<file path="config.mk">
export PLATFORM = sky130hd
export DESIGN_NAME = sseg_scan_decoder
export DESIGN_NICKNAME = d
export VERILOG_FILES = /design/src/rtl/sseg_scan_decoder.sv
export SDC_FILE = /design/constraint.sdc
export NUM_CORES = 1
export LEC_CHECK = 0
export ABC_AREA = 1
export BUFFER_PORTS_ARGS = -buffer_cell sky130_fd_sc_hd__buf_2
export CORE_MARGIN = 2
export CORE_UTILIZATION = 45
export DETAILED_ROUTE_END_ITERATION = 7
export PLACE_DENSITY = 0.66
export SETUP_SLACK_MARGIN = 0.05
export SYNTH_ARGS = -nofsm -noshare
export SYNTH_HDL_FRONTEND = slang
export SYNTH_SLANG_ARGS = --single-unit
</file>
<file path="constraint.sdc">
create_clock -name clk -period 3.3 [get_ports clk]
set_clock_uncertainty 0.2 [all_clocks]
set_input_delay 0.66 -clock clk [delete_from_list [all_inputs] [get_ports clk]]
set_output_delay 0.66 -clock clk [all_outputs]
set_load 0.01 [all_outputs]
</file>
<file path="src/rtl/sseg_scan_decoder.sv">
// Seven-segment scan monitor: rebuilds 8 hex digits from AN/sseg/DP pin traffic.
// Define DP_CAPTURE_EN to capture decimal points and include DP in settling.
module sseg_scan_decoder #(
  parameter int SETTLE_CYCLES = 4
) (
  input  logic        clk,
  input  logic        reset,
  input  logic [7:0]  AN,
  input  logic [6:0]  sseg,
  input  logic        DP,
  output logic [31:0] digit_val,
  output logic [7:0]  digit_ok,
  output logic [7:0]  dp_val,
  output logic        frame_done,
  output logic        bad_pattern,
  output logic        multi_err
);

  localparam logic [7:0] SETTLE = 8'(SETTLE_CYCLES);
  localparam logic [7:0] CAP_AT = 8'(SETTLE_CYCLES - 1);

  localparam logic [0:0] IDLE     = 1'b0;
  localparam logic [0:0] CAPTURED = 1'b1;

  logic [7:0] an_q;
  logic [7:0] an_p;
  logic [6:0] seg_q;
  logic [6:0] seg_p;
  logic       changed;

  logic [7:0] cnt;
  logic [0:0] state;
  logic [7:0] seen;

  logic [7:0] an_low;
  logic       blank;
  logic       legal;
  logic       multi;
  logic [2:0] idx;

  logic [6:0] seg_on;
  logic       glyph_ok;
  logic [3:0] nib;

  logic       cap;
  logic       cap_digit;
  logic       cap_multi;
  logic [7:0] cap_mask;

  always_ff @(posedge clk) begin
    if (reset) begin
      an_q  <= 8'hFF;
      seg_q <= 7'h7F;
      an_p  <= 8'hFF;
      seg_p <= 7'h7F;
    end else begin
      an_q  <= AN;
      seg_q <= sseg;
      an_p  <= an_q;
      seg_p <= seg_q;
    end
  end

`ifdef DP_CAPTURE_EN
  logic dp_q;
  logic dp_p;

  always_ff @(posedge clk) begin
    if (reset) begin
      dp_q <= 1'b1;
      dp_p <= 1'b1;
    end else begin
      dp_q <= DP;
      dp_p <= dp_q;
    end
  end

  assign changed = (an_q != an_p) ||
                   (seg_q != seg_p) ||
                   (dp_q != dp_p);

  always_ff @(posedge clk) begin
    if (reset) begin
      dp_val <= 8'h00;
    end else if (cap_digit) begin
      dp_val[idx] <= ~dp_q;
    end
  end
`else
  logic unused_dp;

  assign unused_dp = DP;
  assign changed   = (an_q != an_p) ||
                     (seg_q != seg_p);
  assign dp_val    = 8'h00;
`endif

  always_comb begin
    an_low = ~an_q;
    blank  = (an_q == 8'hFF);
    legal  = !blank &&
             ((an_low & (an_low - 8'd1)) == 8'h00);
    multi  = !blank && !legal;
    idx    = 3'd0;
    for (int i = 0; i < 8; i++) begin
      if (an_low[i]) idx = 3'(i);
    end
  end

  assign seg_on = ~seg_q;

  always_comb begin
    glyph_ok = 1'b1;
    nib      = 4'h0;
    case (seg_on)
      7'h3F: nib = 4'h0;
      7'h06: nib = 4'h1;
      7'h5B: nib = 4'h2;
      7'h4F: nib = 4'h3;
      7'h66: nib = 4'h4;
      7'h6D: nib = 4'h5;
      7'h7D: nib = 4'h6;
      7'h07: nib = 4'h7;
      7'h7F: nib = 4'h8;
      7'h6F: nib = 4'h9;
      7'h77: nib = 4'hA;
      7'h7C: nib = 4'hB;
      7'h39: nib = 4'hC;
      7'h5E: nib = 4'hD;
      7'h79: nib = 4'hE;
      7'h71: nib = 4'hF;
      default: glyph_ok = 1'b0;
    endcase
  end

  // One capture per dwell: only from IDLE, and only on a quiet cycle.
  assign cap       = (state == IDLE) && !changed &&
                     (cnt == CAP_AT) && !blank;
  assign cap_digit = cap && legal;
  assign cap_multi = cap && multi;
  assign cap_mask  = cap_digit ? (8'h01 << idx) : 8'h00;

  always_ff @(posedge clk) begin
    if (reset) begin
      cnt   <= 8'd0;
      state <= IDLE;
    end else if (changed) begin
      cnt   <= 8'd0;
      state <= IDLE;
    end else begin
      if (cnt != SETTLE) cnt <= cnt + 8'd1;
      if (cap) state <= CAPTURED;
    end
  end

  always_ff @(posedge clk) begin
    if (reset) begin
      digit_val   <= 32'h0;
      digit_ok    <= 8'h00;
      bad_pattern <= 1'b0;
      multi_err   <= 1'b0;
    end else begin
      bad_pattern <= cap_digit && !glyph_ok;
      if (cap_digit) begin
        if (glyph_ok) digit_val[{idx, 2'b00} +: 4] <= nib;
        digit_ok[idx] <= glyph_ok;
      end
      if (cap_multi) multi_err <= 1'b1;
    end
  end

  // A full mask pulses and restarts; a capture landing now seeds the new frame.
  always_ff @(posedge clk) begin
    if (reset) begin
      seen       <= 8'h00;
      frame_done <= 1'b0;
    end else if (seen == 8'hFF) begin
      seen       <= cap_mask;
      frame_done <= 1'b1;
    end else begin
      seen       <= seen | cap_mask;
      frame_done <= 1'b0;
    end
  end

endmodule

</file>
======== Word level (Yosys, flattened, before mapping) ========
Index checks and enable logic that the tools add are counted.
Widths: inputs -> output; s select.
operators by class
  add/subtract/negate cells ............... 3
  $lt $le $gt $ge ......................... 2
  equality and inequality tests ........... 22
  shift-type cells ........................ 3
  muxes and demuxes ....................... 16
  bitwise gates (word level) .............. 5
  reductions and logical operators ........ 18
operators by type and width
  operator                number
  $eq 7x7->1 const B      12
  $pmux 4 s15             1
  $bwmux 32               1
  $shift 4x7->32 const A  1
  $shiftx 4x7->32         1
  $mux 3                  6
  $eq 8x8->1 const B      2
  $mux 8                  2
  $reduce_or 16->1        1
  $eq 7x3->1 const B      2
  $eq 7x6->1 const B      2
  $logic_and 1x1->1       9
  $add 8x1->8 const B     1
  $and 8x8->8             1
  $bwmux 8                1
  $eq 8x2->1 const B      1
  $logic_not 8->1         1
  $ne 8x3->1 const B      1
  $ne 8x8->1              1
  $not 8->8               1
  $or 8x8->8              1
  $shl 1x3->8 const A     1
  $sub 8x1->8 const B     1
  $ne 7x7->1              1
  11 further kinds        17
word-level totals
  register bits ........................... 90
  bits of input ports ..................... 18
  word-level logic and storage cells ...... 81

======== Depth between registers and ports, before layout ========
Gate-level depths: netlist (run 1).
  word-level depth ........................ 13
  mapped depth ............................ 14
  gate-level depth less buffers ........... 14

======== Worst setup path before layout (run 1) ========
No wires, ideal clock.
  path kind ............................... reg-to-reg
  start point ............................. reg an_q[2]
  end point ............................... reg digit_val[8]
  setup time .............................. 0.128 ns
  data arrival time ....................... 2.055 ns
  required time ........................... 2.972 ns
  path slack .............................. 0.917 ns
  stages on the path, launching flop included .. 14
  path buffers ............................ 0
  clock period less this slack ............ 2.383 ns
  path through ............................ dfxtp_1 inv_1 o21ai_1 nand2_1 nand2_1 nand2_2 ha_1 ha_1 inv_1 nand2_1 nor2_1 nand3_4 o21ai_0 nor2_1
on the way
  longest elaborated chain between the ends .. 10
  elaborated cells on any way between the ends .. 25
  those cells by class .................... add/sub (2); eq/ne (2); shift (2); mux (7); bitwise (2); reduce/logical (10)
ends and longest elaborated chain
  what                                                      RTL line  source
  start: declaration                                        25        logic [7:0] an_q;
  start signal: assignment                                  52        an_q <= 8'hFF;
  start signal: assignment                                  57        an_q <= AN;
  $not 8->8                                                 99        an_low = ~an_q;
  $mux 3 (6 in a row)                                       106       if (an_low[i]) idx = 3'(i);
  $neg 5->7                                                 165       if (glyph_ok) digit_val[{idx, 2'b00} +: 4] <= nib;
  $shiftx 4x7->32 / $shift 4x7->32 (equally long branches)  165
  $bwmux 32                                                 165
  end signal: indexed assignment                            165
  end: declaration                                          11        output logic [31:0] digit_val,
Several ways; a longest one is shown, not always the timed one.
A chain may end at the register's enable or synchronous reset.

======== Worst setup path in the final report (run 1) ========
Ends and elaborated chain as after synthesis.

==> run metrics, run 1 <==
Detailed Place HPWL=7080 um; most frequent cell after synthesis=nand2_1; initial antenna violation count=0; die span in y=103 um; Vias=3,893; area of the multi-input gates=0.00218 mm^2; ys flop type=dfxtp_1; first-pass GRT wire length=16,000 um; Post-synth top cells=181 x nand2_1, 90 x dfxtp_1, 85 x nor2_1; maxcap violations=0; largest net degree at the start of global routing=51; total core area=0.00968 mm^2; initial detailed-routing violation count=208; antenna-violating nets left=0; CP Capture Type=flop; CP most frequent cell=nand2_1; total die area=0.0107 mm^2; Yosys reg bits=90; outcome=finished clean; hold-fix buffers at CTS=0; clk_lat worst skew=0.37 ns; worst flop-to-flop path startpoint=an_q[2]; synthesized instance count=639; vias per cell=4.67; gpl congestion=0.840; dominant cell type by area after synthesis=dfxtp_1; grt total ovfl=0; Longest Clk Path Bufs=2; vias in the first global route=3,502; CTS tree=done; DRC viols=0; num rows=36; total wire length=9490 um; H-tree Lvls=3; power per cell area=416 mW/mm^2; post-layout minimum cycle time=2.76 ns; YS warnings=0; clk root buf=clkbuf_8; Critical Path Source Type=flop; Slew Limit Fails=0; 1st-pass router iterations=5; Fin. Hold Viols=0; clock sinks=90; post-route clock period utilization=0.837; top cell type's share of synthesized area=0.405; R2R setup slack=0.54 ns; CP arrival=2.81 ns; Synth area leaders=dfxtp_1 40%, nand2_1 15%, nor2_1 7.2%; Chip Width=103 um; Filler Cells Inserted=959; critical path peak fanout=9; io pins=69; post-synth cell types=38; CP required=3.35 ns; R2R cell count=13; port bufs=59; Leak=2.50 nW; peak supply drop=0.000286 V; Seq/Total Area, Yosys=0.405; endpoints failing setup=0; n_diodes=0; Hold Path Depth=2; RSZ-0062 raised after global routing=false; setup_tns=0 ns; synthesized area=0.00445 mm^2; critical path class=flop to flop; Wirelength per Cell=11.4 um; Max-slew headroom=0.552; gr usage total=0.191; Post-synth EDFFs=0; cell chain of the critical path=inv_1 -> o21ai_1 -> nand2_1 -> nand2_1 -> nand2_2 -> ha_1 -> ha_1 -> inv_1 -> nand2_1 -> nor2_1 -> nand3_4 -> o21ai_0 -> nor2_1; layout cells sized above 1=0.200; Hold Crit Class=flop to flop; Starting Density=0.460; CTS buffer count=9; post-CTS setup buffer count=0; Register Area=0.00180 mm^2; Worst-path clk slew=0.09 ns; CP peak stage delay=0.38 ns; WHS=0.248 ns; post-CTS sizing=0; hold endpoint=digit_val[17]; asr flop ratio synth=0; HP Start=digit_val[17]; Reg-to-Reg End=digit_val[8]; Area growth syn-to-layout=12.3%; slew at the pin closest to its max-slew limit=0.670 ns; Avg Cell Area, Syn=6.97 um^2; Worst path slowest cell=ha_1; Max Fclk=0.362 GHz; final-stage net count=722
worst max path at each step:
stage / from / end / slack [ns] / depth (start not counted)
2_1_floorplan: an_q[2] / digit_val[8] / 0.92 / 13
3_3_place_gp: an_q[2] / digit_val[8] / 0.59 / 13
3_5_place_dp: an_q[2] / digit_val[8] / 0.58 / 13
4_1_cts: an_q[2] / digit_val[8] / 0.55 / 13
5_1_grt: an_q[2] / digit_val[8] / 0.23 / 13
6_report: an_q[2] / digit_val[8] / 0.54 / 13
through the flow:
stage / instance area (um^2) / util / total power, mW / instances / setup WS, ns
after floorplan: 4480 / - / 1.30 / 646 / 0.917
final: 5000 / 0.516 / 2.08 / 834 / 0.537
after detailed placement: 4800 / 0.495 / 1.33 / 818 / 0.576
after global placement: 4800 / 0.495 / 1.33 / 818 / 0.589
after CTS: 5000 / 0.516 / 2.10 / 834 / 0.555
after global routing: 5000 / 0.516 / 2.17 / 834 / 0.233
metal layers:
metal	GRT usage	vias up	routed length, um
li1	-	2073	-
met1	0.253	1714	4560
met2	0.298	85	4230
met3	0.0464	21	442
met4	0.0789	0	248
met5	0	-	0
logic make-up (layout without fill, tap and decap cells):
group                    Yosys count  count (layout)  synth area share
AND/OR/NAND/NOR                  369             369             0.386
buffers and inverters            112             167             0.112
flip-flops                        90              90             0.405
AO/OA/AOI/OAI                     55              55            0.0658
adder cells (fa/ha/maj)            8               8            0.0225
XOR/XNOR                           4               4           0.00787
other                              1               8          0.000842
flip-flops by register name, indices dropped and copies added, names as in the netlist:
| register | count |
|---|---|
| digit_val | 32 |
| an_p | 8 |
| an_q | 8 |
| cnt | 8 |
| digit_ok | 8 |
| seen | 8 |
| seg_p | 7 |
| seg_q | 7 |
| bad_pattern | 1 |
| frame_done | 1 |
| multi_err | 1 |
| state | 1 |
placed cells by master (no fill, tap or decap), types with 2 or more instances in the layout:
cell / instances
clkinv_1: 2
nand2_2: 3
nor2_4: 3
clkbuf_8: 9
o21ai_1: 7
conb_1: 8
or2_2: 16
clkinvlp_4: 3
nand3_4: 5
nand3b_1: 2
nand2_1: 181
nor2_2: 10
a21oi_1: 40
buf_4: 3
inv_2: 14
nand4_1: 14
nand3_2: 5
nor3_1: 9
nor2_1: 85
a31oi_1: 2
nand3_1: 30
a21oi_2: 2
buf_2: 59
ha_1: 8
dfxtp_1: 90
o21ai_0: 2
xor2_1: 3
inv_1: 73
report_power, final:
part	leakage (nW)	internal (mW)	total [mW]	switching [mW]
clock	0.0938	0.356	0.769	0.413
sequential	0.732	1.10	1.12	0.0179
combinational	1.67	0.0554	0.190	0.135
total	2.50	1.51	2.08	0.566
worst max-delay path: cells and delay by family (launching register included):
family | cells | cell delay, ns
simple gates | 7 | 0.83
fa+ha+maj | 2 | 0.64
flops | 1 | 0.37
compound gates | 2 | 0.31
buf+inv | 2 | 0.28
layout make-up:
cell class | count | area share
Sequential cell | 90 | 0.361
Timing Repair Buffer | 62 | 0.0636
Inverter | 89 | 0.0669
Tap cell | 133 | 0.0333
Clock buffer | 9 | 0.0248
Multi-Input combinational cell | 444 | 0.435
Clock inverter | 7 | 0.0155
Note: power is estimated with default switching activity, not from simulation.
==> inputs of run 2 (changes only) <==
--- a/config.mk
+++ b/config.mk
@@ -10,7 +10,7 @@
 export CORE_MARGIN = 2
 export CORE_UTILIZATION = 45
 export DETAILED_ROUTE_END_ITERATION = 7
-export PLACE_DENSITY = 0.66
+export PLACE_DENSITY = 0.68
 export SETUP_SLACK_MARGIN = 0.05
 export SYNTH_ARGS = -nofsm -noshare
 export SYNTH_HDL_FRONTEND = slang
==> constraint.sdc (replaced) <==
create_clock -name clk -period 2.3 [get_ports clk]
set_clock_uncertainty 0.2 [all_clocks]
set_input_delay 0.46 -clock clk [delete_from_list [all_inputs] [get_ports clk]]
set_output_delay 0.46 -clock clk [all_outputs]
set_load 0.01 [all_outputs]
==> run 2 against run 1 <==
Final cell count is 4.4% higher. Highest routed layer unchanged. Via count is 6.5% higher. Worst hold slack worse by 0.18 ns.
==> run metrics, run 2 (synthesis results as in run 1) <==
outcome=finished clean (unchanged); die span in y=103 um (unchanged); Fin. Hold Viols=0 (unchanged); total core area=0.00968 mm^2 (unchanged); maxcap violations=0 (unchanged); peak supply drop=0.000388 V (was 0.000286 V); clk root buf=clkbuf_8 (unchanged); port bufs=59 (unchanged); slew at the pin closest to its max-slew limit=0.500 ns (was 0.670 ns); HP Start=AN[7] (was digit_val[17]); critical path peak fanout=4 (was 9); crit-path leading delay family=simple AND/OR/NAND/NOR gates (unchanged); grt total ovfl=0 (unchanged); Critical Path Source Type=flop (unchanged); initial detailed-routing violation count=173 (was 208); 1st-pass router iterations=4 (was 5); post-route clock period utilization=0.946 (was 0.837); pre-CTS setup slack=-0.0751 ns (was 0.576 ns); critical path class=flop to flop (unchanged); Starting Density=0.460 (unchanged); power per cell area=565 mW/mm^2 (was 416 mW/mm^2); n_diodes=0 (unchanged); io pins=69 (unchanged); total wire length=10,500 um (was 9490 um); vias in the first global route=3,682 (was 3,502); gpl congestion=0.849 (was 0.840); Area growth syn-to-layout=26.1% (was 12.3%); largest net degree at the start of global routing=51 (unchanged); clock sinks=90 (unchanged); Detailed Place HPWL=7370 um (was 7080 um); Longest Clk Path Bufs=2 (unchanged); CTS buffer count=9 (unchanged); Finished Layout Cells=871 (was 834); CTS tree=done (unchanged); Leak=2.69 nW (was 2.50 nW); Top reg by flops=digit_val (unchanged); DP Area=0.00505 mm^2 (was 0.00480 mm^2); H-tree Lvls=3 (unchanged); initial antenna violation count=0 (unchanged); most frequent cells in the layout=169 x nand2_1, 76 x dfxtp_1, 67 x inv_1, 67 x nor2_1, 59 x buf_2 (was 181 x nand2_1, 90 x dfxtp_1, 85 x nor2_1, 73 x inv_1, 59 x buf_2); post-layout minimum cycle time=2.17 ns (was 2.76 ns); CP Capture Type=flop (unchanged); worst flop-to-flop path startpoint=an_q[2] (unchanged); num rows=36 (unchanged); first-pass GRT wire length=16,300 um (was 16,000 um); Max Fclk=0.460 GHz (was 0.362 GHz); Max-slew headroom=0.666 (was 0.552); post-route setup slack=0.125 ns (was 0.537 ns); vias per cell=4.76 (was 4.67); final instance area=0.00562 mm^2 (was 0.00500 mm^2); Worst-path clk slew=0.09 ns (about the same); CP peak stage delay=0.37 ns (was 0.38 ns); max FFs per register=32 (unchanged); layout cells sized above 1=0.325 (was 0.200); antenna-violating nets left=0 (unchanged); WP buf/inv=3 (was 2); DRC viols=0 (unchanged); setup_tns=0 ns (unchanged); clk_lat worst skew=0.37 ns (about the same); hold-fix buffers at CTS=0 (unchanged); Wirelength per Cell=12.0 um (was 11.4 um); Worst path slowest cell=dfxtp_2 (was ha_1); final core utilization=0.580 (was 0.516); Hold Crit Class=input port to flop (was flop to flop); Post-Place Cells=845 (was 818); endpoints failing setup=0 (unchanged); Vias=4,146 (was 3,893); CP required=2.40 ns (was 3.35 ns); gr usage total=0.197 (was 0.191); CP arrival=2.28 ns (was 2.81 ns); RSZ-0062 raised after global routing=true (was false); Slew Limit Fails=0 (unchanged); cell chain of the critical path=inv_2 -> o21ai_2 -> nand2_1 -> nand2_2 -> nand2_4 -> ha_4 -> ha_4 -> inv_6 -> nand2_4 -> nor2_4 -> buf_6 -> nand4_1 -> a21oi_1 (was inv_1 -> o21ai_1 -> nand2_1 -> nand2_1 -> nand2_2 -> ha_1 -> ha_1 -> inv_1 -> nand2_1 -> nor2_1 -> nand3_4 -> o21ai_0 -> nor2_1); commonest non-fill, non-tap cell in the layout=nand2_1 (unchanged); final-stage net count=759 (was 722); Chip Width=103 um (unchanged); total die area=0.0107 mm^2 (unchanged); CP Launch Point=an_q[2] (unchanged)
[run 2: report_power, final]
part | switching, mW | total [mW] | internal (mW)
Clock | 0.580 | 1.09 | 0.511
Combinational | 0.286 | 0.472 | 0.186
Sequential | 0.0266 | 1.61 | 1.58
Total | 0.892 | 3.17 | 2.28
[run 2: layer usage]
layer / track usage / wire [um] / vias up
li1: - / - / 2155
met2: 0.323 / 4940 / 74
met1: 0.250 / 4810 / 1898
met4: 0.0820 / 214 / 0
met3: 0.0430 / 488 / 19
met5: 0 / 0 / -
[run 2: final timing paths]
path | endpoint | slack, ns | depth (start not counted)
max reg2reg | digit_val[11] | 0.13 | 13
min | an_q[7] | 0.06 | 2
max | digit_val[11] | 0.13 | 13
min reg2reg | digit_val[18] | 0.25 | 2
[run 2: layout make-up]
cell class / count / area (um^2)
multi-input cells: 444 / 2450
well taps: 133 / 166
fillers: 885 / 4070
inverters: 89 / 344
clock inverters: 5 / 62.6
flip-flops and latches: 90 / 1830
clock buffers: 11 / 131
repair buffers: 99 / 629
[run 2: per-stage QoR]
stage	power (mW)	hold WS, ns
finish	3.17	0.0645
global route	3.30	0.0494
CTS	3.09	0.0482
detailed placement	2.00	0.231
global placement	1.99	0.230
floorplan	1.88	0.245
[run 2: timing repair]
item,4_1_cts,5_1_grt
gates resized for setup,8,77
setup endpoints to repair,32,39
cloned,0,1
setup buffers,0,9
pin swaps,2,34
